**src/rtl/fetch_unit_if.sv**
```systemverilog
// Instruction-memory port of the fetch stage: valid/ready request channel
// plus a valid-only, in-order response channel.
interface fetch_unit_if;
    logic        imem_req_valid;
    logic        imem_req_ready;
    logic [31:0] imem_addr;
    logic        imem_resp_valid;
    logic [31:0] imem_rdata;

    modport master (
        output imem_req_valid,
        output imem_addr,
        input  imem_req_ready,
        input  imem_resp_valid,
        input  imem_rdata
    );

    modport slave (
        input  imem_req_valid,
        input  imem_addr,
        output imem_req_ready,
        output imem_resp_valid,
        output imem_rdata
    );
endinterface

```
**src/rtl/fetch_unit.sv**
```systemverilog
// IF stage: owns PCF, keeps at most one imem read in flight and fills the
// IF/ID register, with a one-entry skid for responses that land while decode stalls.
module fetch_unit #(
    parameter logic [31:0] RESET_PC  = 32'h0000_0000,
    parameter logic [31:0] NOP_INSTR = 32'h0000_0013
) (
    input  logic          clk,
    input  logic          rst,
    input  logic          PCSrcE,
    input  logic [31:0]   PCTargetE,
    input  logic          StallD,
    fetch_unit_if.master  imem,
    output logic [31:0]   InstrD,
    output logic [31:0]   PCD,
    output logic [31:0]   PCPlus4D,
    output logic          ValidD,
    output logic [31:0]   PCF
);

    typedef enum logic [1:0] {ST_ISSUE, ST_WAIT, ST_HOLD} state_t;

    state_t      r_state, w_state_next;
    logic [31:0] r_pcf, w_pcf_next;
    logic        r_req_valid;
    logic        r_drop, w_drop_next;
    logic        r_skid_valid, w_skid_valid_next;
    logic [31:0] r_skid_instr, w_skid_instr_next;
    logic [31:0] r_skid_pc, w_skid_pc_next;
    logic        r_valid_d, w_valid_d_next;
    logic [31:0] r_instr_d, w_instr_d_next;
    logic [31:0] r_pc_d, w_pc_d_next;
    logic [31:0] r_pc_plus4_d, w_pc_plus4_d_next;

    logic        w_accept;
    logic        w_d_free;
    logic [31:0] w_pcf_plus4;

    assign w_accept    = (r_state == ST_ISSUE) && r_req_valid && imem.imem_req_ready;
    assign w_d_free    = !r_valid_d || !StallD;
    assign w_pcf_plus4 = r_pcf + 32'd4;

    always_comb begin
        w_state_next      = r_state;
        w_pcf_next        = r_pcf;
        w_drop_next       = r_drop;
        w_skid_valid_next = r_skid_valid;
        w_skid_instr_next = r_skid_instr;
        w_skid_pc_next    = r_skid_pc;
        w_valid_d_next    = r_valid_d;
        w_instr_d_next    = r_instr_d;
        w_pc_d_next       = r_pc_d;
        w_pc_plus4_d_next = r_pc_plus4_d;

        if (PCSrcE) begin
            // Redirect flushes D and skid; an in-flight read is tracked by drop.
            w_pcf_next        = {PCTargetE[31:2], 2'b00};
            w_valid_d_next    = 1'b0;
            w_instr_d_next    = NOP_INSTR;
            w_skid_valid_next = 1'b0;
            case (r_state)
                ST_ISSUE: begin
                    if (w_accept) begin
                        w_state_next = ST_WAIT;
                        w_drop_next  = 1'b1;
                    end
                end
                ST_WAIT: begin
                    if (imem.imem_resp_valid) begin
                        w_state_next = ST_ISSUE;
                        w_drop_next  = 1'b0;
                    end else begin
                        w_drop_next  = 1'b1;
                    end
                end
                default: w_state_next = ST_ISSUE;
            endcase
        end else begin
            if (r_valid_d && !StallD) begin
                w_valid_d_next = 1'b0;
                w_instr_d_next = NOP_INSTR;
            end
            case (r_state)
                ST_ISSUE: begin
                    if (w_accept) w_state_next = ST_WAIT;
                end
                ST_WAIT: begin
                    if (imem.imem_resp_valid) begin
                        if (r_drop) begin
                            w_drop_next  = 1'b0;
                            w_state_next = ST_ISSUE;
                        end else if (w_d_free) begin
                            w_valid_d_next    = 1'b1;
                            w_instr_d_next    = imem.imem_rdata;
                            w_pc_d_next       = r_pcf;
                            w_pc_plus4_d_next = w_pcf_plus4;
                            w_pcf_next        = w_pcf_plus4;
                            w_state_next      = ST_ISSUE;
                        end else begin
                            w_skid_valid_next = 1'b1;
                            w_skid_instr_next = imem.imem_rdata;
                            w_skid_pc_next    = r_pcf;
                            w_pcf_next        = w_pcf_plus4;
                            w_state_next      = ST_HOLD;
                        end
                    end
                end
                ST_HOLD: begin
                    if (!StallD) begin
                        w_valid_d_next    = 1'b1;
                        w_instr_d_next    = r_skid_instr;
                        w_pc_d_next       = r_skid_pc;
                        w_pc_plus4_d_next = r_skid_pc + 32'd4;
                        w_skid_valid_next = 1'b0;
                        w_state_next      = ST_ISSUE;
                    end
                end
                default: w_state_next = ST_ISSUE;
            endcase
        end
    end

    always_ff @(posedge clk) begin
        if (rst) begin
            r_state      <= ST_ISSUE;
            r_pcf        <= RESET_PC;
            r_req_valid  <= 1'b0;
            r_drop       <= 1'b0;
            r_skid_valid <= 1'b0;
            r_skid_instr <= NOP_INSTR;
            r_skid_pc    <= 32'd0;
            r_valid_d    <= 1'b0;
            r_instr_d    <= NOP_INSTR;
            r_pc_d       <= 32'd0;
            r_pc_plus4_d <= 32'd0;
        end else begin
            r_state      <= w_state_next;
            r_pcf        <= w_pcf_next;
            // Request valid is registered, so it follows the state by one edge.
            r_req_valid  <= (w_state_next == ST_ISSUE);
            r_drop       <= w_drop_next;
            r_skid_valid <= w_skid_valid_next;
            r_skid_instr <= w_skid_instr_next;
            r_skid_pc    <= w_skid_pc_next;
            r_valid_d    <= w_valid_d_next;
            r_instr_d    <= w_instr_d_next;
            r_pc_d       <= w_pc_d_next;
            r_pc_plus4_d <= w_pc_plus4_d_next;
        end
    end

    assign imem.imem_req_valid = r_req_valid;
    assign imem.imem_addr      = r_pcf;
    assign InstrD              = r_instr_d;
    assign PCD                 = r_pc_d;
    assign PCPlus4D            = r_pc_plus4_d;
    assign ValidD              = r_valid_d;
    assign PCF                 = r_pcf;

endmodule

```
**src/flat_wrapper.sv**
```systemverilog
// flat-port wrapper written by rule: the top's interface ports become plain ports
module fetch_unit_flat 
#(
    parameter logic [31:0] RESET_PC  = 32'h0000_0000,
    parameter logic [31:0] NOP_INSTR = 32'h0000_0013
)
  (clk, rst, PCSrcE, PCTargetE, StallD, InstrD, PCD, PCPlus4D, ValidD, PCF, imem_imem_req_valid, imem_imem_addr, imem_imem_req_ready, imem_imem_resp_valid, imem_imem_rdata);
  fetch_unit_if imem_i ();
  input  logic clk;
  input  logic rst;
  input  logic PCSrcE;
  input  logic [31:0] PCTargetE;
  input  logic StallD;
  output logic [31:0] InstrD;
  output logic [31:0] PCD;
  output logic [31:0] PCPlus4D;
  output logic ValidD;
  output logic [31:0] PCF;
  output wire logic [$bits(imem_i.imem_req_valid)-1:0] imem_imem_req_valid;
  output wire logic [$bits(imem_i.imem_addr)-1:0] imem_imem_addr;
  input wire logic [$bits(imem_i.imem_req_ready)-1:0] imem_imem_req_ready;
  input wire logic [$bits(imem_i.imem_resp_valid)-1:0] imem_imem_resp_valid;
  input wire logic [$bits(imem_i.imem_rdata)-1:0] imem_imem_rdata;
  assign imem_imem_req_valid = imem_i.imem_req_valid;
  assign imem_imem_addr = imem_i.imem_addr;
  assign imem_i.imem_req_ready = imem_imem_req_ready;
  assign imem_i.imem_resp_valid = imem_imem_resp_valid;
  assign imem_i.imem_rdata = imem_imem_rdata;
  fetch_unit #(.RESET_PC(RESET_PC), .NOP_INSTR(NOP_INSTR)) u_core (.clk(clk), .rst(rst), .PCSrcE(PCSrcE), .PCTargetE(PCTargetE), .StallD(StallD), .imem(imem_i), .InstrD(InstrD), .PCD(PCD), .PCPlus4D(PCPlus4D), .ValidD(ValidD), .PCF(PCF));
endmodule
```
**config.mk**
```make
export PLATFORM = sky130hd
export DESIGN_NAME = fetch_unit_flat
export DESIGN_NICKNAME = d
export VERILOG_FILES = /design/src/rtl/fetch_unit_if.sv /design/src/rtl/fetch_unit.sv /design/src/flat_wrapper.sv
export SDC_FILE = /design/constraint.sdc
export NUM_CORES = 1
export LEC_CHECK = 0
export BUFFER_PORTS_ARGS = -buffer_cell sky130_fd_sc_hd__buf_4
export CORE_MARGIN = 10
export CORE_UTILIZATION = 40
export DETAILED_ROUTE_END_ITERATION = 10
export GPL_TIMING_DRIVEN = 0
export PLACE_DENSITY = 0.69
export SLEW_MARGIN = 20
export SYNTH_ARGS = -nofsm -noshare
export SYNTH_HDL_FRONTEND = slang
export SYNTH_SLANG_ARGS = --single-unit
```
**constraint.sdc**
```tcl
create_clock -name clk -period 4.1 [get_ports clk]
set_input_delay 0.205 -clock clk [delete_from_list [all_inputs] [get_ports clk]]
set_output_delay 0.205 -clock clk [all_outputs]
set_load 0.05 [all_outputs]
```
Word level (Yosys, flattened, before mapping)
Index checks and enable logic that the tools add are counted.
{ "word_totals": {"latch_bits": 0, "elab_cells": 83, "input_bits": 70, "rom_bits": 0, "n_memories": 0, "ff_bits": 197, "ramBits": 0, "output_inout_bits": 162} }
{ "op_classes": {"n_addsub": 2, "bitwise": 3, "n_div": 0, "mul": 0, "shift": 0, "reduce_logical": 18, "eq_ne": 8, "magnitude_cmp": 0, "muxes": 41} }
{ "ops": {"columns": ["cell", "n"], "rows": [
  ["two-way mux 32 bit", 17],
  ["one-hot mux 32 bit (2 select lines)", 3],
  ["adder 32 x 3 -> 32 bit (second input constant)", 2],
  ["two-way mux 2 bit", 7],
  ["two-way mux 1 bit", 10],
  ["!= test 2 bit (second input constant)", 4],
  ["nonzero test 2 bit", 4],
  ["one-hot mux 2 bit (3 select lines)", 1],
  ["AND reduction 3 bit", 2],
  ["AND reduction 6 bit", 1],
  ["AND reduction 5 bit", 1],
  ["logical NOT 2 bit", 2],
  ["one-hot mux 1 bit (2 select lines)", 2],
  ["one-hot mux 2 bit (2 select lines)", 1],
  ["AND reduction 4 bit", 1],
  ["logical AND 1 bit", 3],
  ["!= test 3 x 2 -> 1 bit (second input constant)", 1],
  ["NOT 1 bit", 3],
  ["equality test 2 x 1 -> 1 bit (second input constant)", 1],
  ["equality test 2 bit (second input constant)", 1],
  ["logical NOT 1 bit", 2],
  ["!= test 2 x 1 -> 1 bit (second input constant)", 1],
  ["OR reduction 2 bit", 1],
  ["logical OR 1 bit", 1]
]} }

Logic depth before layout (Yosys ltp)
{ "logic_depth": {"depth_word": 8, "mapped_depth": 10, "depth_no_buf": 7} }

Worst setup path after synthesis
No wires, ideal clock.
{ "synth_timing": {"path_type": "reg2reg", "startpoint": "reg u_core.r_pcf[2], in the netlist u_core.PCF[2]", "endpoint": "reg u_core.r_pc_plus4_d[28], in the netlist u_core.PCPlus4D[28]", "synth_period_minus_slack_ps": 2414, "n_path_buf": 1, "setup_ps": 133, "setup_slack_ps": 1686, "required_ps": 3967, "path_stages_with_launch": 8, "arrival_ps": 2282, "path_cell_list": "dfxtp_1 ha_1 and4_1 buf_2 nand3_1 o31a_1 o211ai_1 a31oi_1"} }
{ "synth_via": {"elab_chain_cells": 5} }
{ "synth_lines": {"columns": ["item", "line", "source"], "rows": [
  ["start: declaration", "fetch_unit.sv:23", "logic [31:0] r_pcf, w_pcf_next;"],
  ["start signal: assignment", "fetch_unit.sv:137", "r_pcf <= w_pcf_next;"],
  ["adder 32 x 3 -> 32 bit", "fetch_unit.sv:40", "assign w_pcf_plus4 = r_pcf + 32'd4;"],
  ["two-way mux 32 bit", "fetch_unit.sv:91", "end else if (w_d_free) begin"],
  ["two-way mux 32 bit", "fetch_unit.sv:88", "if (r_drop) begin"],
  ["two-way mux 32 bit", "fetch_unit.sv:87", "if (imem.imem_resp_valid) begin"],
  ["one-hot mux 32 bit (2 select lines)", "fetch_unit.sv:82", "case (r_state)"],
  ["end signal: assignment", "fetch_unit.sv:147", "r_pc_plus4_d <= w_pc_plus4_d_next;"],
  ["end: declaration", "fetch_unit.sv:32", "logic [31:0] r_pc_plus4_d, w_pc_plus4_d_next;"]
]} }
No other way between the ends. The select of a mux whose other input is x is not followed.
A chain may end at the register's enable or synchronous reset.

Worst setup path after layout
{ "layout_timing": {"startpoint": "reg u_core.r_state[1]", "endpoint": "reg u_core.r_pc_plus4_d[19], in the netlist u_core.PCPlus4D[19]"} }
{ "layout_via": {"elab_chain_cells": 3, "word_cells_on_any_way": 9, "classes_between": "eq/ne (6); mux (1); reduce/logical (2)"} }
{ "layout_lines": {"columns": ["item", "line", "source"], "rows": [
  ["start: declaration", "fetch_unit.sv:22", "state_t r_state, w_state_next;"],
  ["start signal: assignment", "fetch_unit.sv:136", "r_state <= w_state_next;"],
  ["equality test 2 x 1 -> 1 bit / equality test 2 bit (equally long branches)", "fetch_unit.sv:82", null],
  ["!= test 2 bit (no source line), or another cell as far along", null, null],
  ["AND reduction 6 bit (no source line)", null, null]
]} }
Several ways; a longest one is shown, not always the timed one.

==> run metrics <==
status completed; mux share of post-synthesis cell area 3.65%; synth warn 0; FILL cells 2,299; Antenna Nets Post-Route 0; multi-input logic area roughly 5100 um^2; Worst Path Required between 4 and 5 ns; initial DRC count 942; buffers inserted by post-CTS timing repair 0; Slowest-stage cell, CP clkbuf_1; global-route wire length before repair 54,200 um; Syn Area/Cell 8.04 um^2; Gate power share ~17%; Sw Ratio 31.2%; dpl hpwl approximately 26,000 um; Synth area leader dfxtp_1; Int Pwr 2.98 mW; Synth Area in Adders less than 1%; CTS Sinks 189; drt via density 5.54; Setup CP Type flip-flop to flip-flop; largest family of logic cells by synthesized area simple AND/OR/NAND/NOR gates; Vias just under 10,000; max-slew violations 0; CTS H-tree depth 4; DRT Wirelength 35,300 um; slew margin rel. 33.3%; full die area roughly 31,000 um^2; TritonCTS Buffers 17; Root Driver clkbuf_16; initial antenna violation count 0; final hold violations 0; Startpoint Class flip-flop; CTS tree built; Final Setup Violations 0; layout cells sized above 1 22.2%; Tot GR Track Use between 20% and 30%; core area roughly 24,000 um^2; worst min path class input pin to flip-flop; most frequent cell after synthesis nand2_1; post-synthesis simple-gate area fraction 22.6%; Psw 1.35 mW; synthesized area 9600 um^2; Synth top cells by count 193 x nand2_1, 189 x dfxtp_1, 106 x nor2_1, 85 x a21oi_1, 83 x clkbuf_1; slowest stage delay, CP 0.57 ns; setup_tns 0 ns; clk buf depth 2; crit-path cells inv_1, ha_1, and3b_1, clkbuf_1, o21ai_0, a211o_1, clkbuf_1, clkbuf_1, o32ai_1; mean routed wirelength per cell a little under 20 um; FMAX 329 MHz; post-synthesis xor/xnor area fraction 5.02%; Worst path most repeated cell clkbuf_1; vias in the first global route 9,558; Post-CTS Hold Fix Bufs 9; number of port buffers 220; Die X 175 um; GRT overflow 0; Leak 4.57 nW; Ports 232; #FFs+latches synth 189; Final #Nets ~1,500; row cnt 56; Synth-to-Final Area Change 28.7%; Period minus WS final 3.04 ns; die span in y 175 um; Post-Syn Instances 1,194; clock skew 0.0153 ns; period utilization roughly 74%; Top FF cell, synth dfxtp_1; Reg area 3780 um^2; gpl congestion 0.941; Worst-path clk slew approximately 0.08 ns; Worst IR Drop VDD 0.245 mV; clock power share 38.5%; pin count of the biggest net entering global routing 19; Max-cap violations 0; top cells by area, synth dfxtp_1 39%, nand2_1 7.5%, a21oi_1 4.4%; post-synthesis compound-gate area fraction 20.1%; sequential power share 44.4%; post-cts resize count 0; drt first pass iters 5; asr flop ratio synth 0%; number of flops mapped to enable cells by yosys 0; share of the synthesized area in the top cell type about two fifths; worst slew pin tran a little under 1 ns; Buf/Inv on CP 4; sequential fraction of the synthesis area approximately 40%; P per Cell Area about 350 nW/um^2; largest fanout on the critical path 10; RSZ-0062 raised after global routing no; initial core utilization 40.8%; type of destination of the critical path flip-flop; Clock Latency Late Sink around 0.44 ns; critical path's top delay family buffers and inverters; Critical Path AT 3.34 ns; DRC 0; hold_ws 0.00271 ns; Unique masters post-synth 62
stage by stage:
| stage | setup slack, ns | power (mW) | cell area (um^2) | std cells | util, % |
|---|---|---|---|---|---|
| finish | 1.06 | 4.33 | 12400 | 1782 | 52.5 |
| global route | 0.911 | 4.46 | 12400 | 1781 | 52.5 |
| CTS | 1.14 | 4.34 | 12300 | 1781 | 52.5 |
| detailed placement | 1.14 | 2.70 | 11700 | 1740 | 49.6 |
| global placement | 0.989 | 2.69 | 11700 | 1740 | 49.6 |
| floorplan | 1.69 | 2.43 | 9630 | 1201 | - |
state kept, by name (all words and copies together) (netlist names):
signal and flops:
u_core.InstrD 32, u_core.r_skid_instr 32, u_core.PCD 30, u_core.PCF 30, u_core.PCPlus4D 30, u_core.r_skid_pc 30, u_core.r_state 2, u_core.ValidD 1
u_core.imem.imem_req_valid 1, u_core.r_drop 1
worst reg2reg max path, stage by stage, from the launching register on:
cell and delay, ns:
dfxtp_1 0.41, inv_1 0.08, ha_1 0.22, and3b_1 0.18, clkbuf_1 0.27, o21ai_0 0.37
a211o_1 0.17, clkbuf_1 0.44, clkbuf_1 0.57, o32ai_1 0.19
power groups by stage:
stage / sequential (mW) / clock [mW] / combinational (mW)
after floorplan: 2.10 / 0 / 0.337
after global placement: 1.97 / 0 / 0.726
after detailed placement: 1.97 / 0 / 0.729
after CTS: 1.92 / 1.67 / 0.739
after global routing: 1.93 / 1.75 / 0.784
final: 1.93 / 1.67 / 0.741
worst paths after layout:
kind | from | cells past startpoint | to | slack, ns
min reg2reg | u_core.r_skid_instr[21] | 2 | u_core.r_skid_instr[21] | 0.46
max | u_core.r_state[1] | 9 | u_core.PCPlus4D[19] | 1.06
max reg2reg | u_core.r_state[1] | 9 | u_core.PCPlus4D[19] | 1.06
min | PCTargetE[7] | 3 | u_core.PCF[7] | 0.003
kinds of logic after synthesis:
family | Yosys count
other cells | 1
compound gates | 277
fa+ha+maj | 6
mux | 35
simple gates | 464
xor+xnor | 55
flops | 189
buf+inv | 167
layout make-up:
class,count,area share (%)
Timing Repair Buffer,229,14.1
Clock inverter,14,1.17
Tap cell,319,3.23
Inverter,20,0.607
Buffer,147,5.87
Antenna cell,1,0.0202
Multi-Input combinational cell,845,40.9
Clock buffer,18,3.47
Sequential cell,189,30.6
layer usage:
layer | share of wire, % | wire length, um | track usage (%) | vias up
met5 | 0 | 0 | 0 | -
met4 | 2.8 | 974 | 8.51 | 0
met3 | 9.4 | 3300 | 5.28 | 53
met2 | 45 | 15900 | 34.7 | 485
met1 | 43 | 15100 | 28.6 | 4616
li1 | - | - | - | 4715
layout by cell type, fill, tap and decap left out, types with 25 or more instances in the layout:
master    netlist  routed
buf_4          39     259
nand2_1       193     193
dfxtp_1       189     189
nor2_1        106     106
a21oi_1        85      85
clkbuf_1       83      84
a211oi_1       48      48
nand3_1        43      43
mux2i_1        35      35
xnor2_1        32      32
a22o_1         30      30
a22oi_1        27      27
nor3_1         26      25
Note: power is estimated with default switching activity, not from simulation.
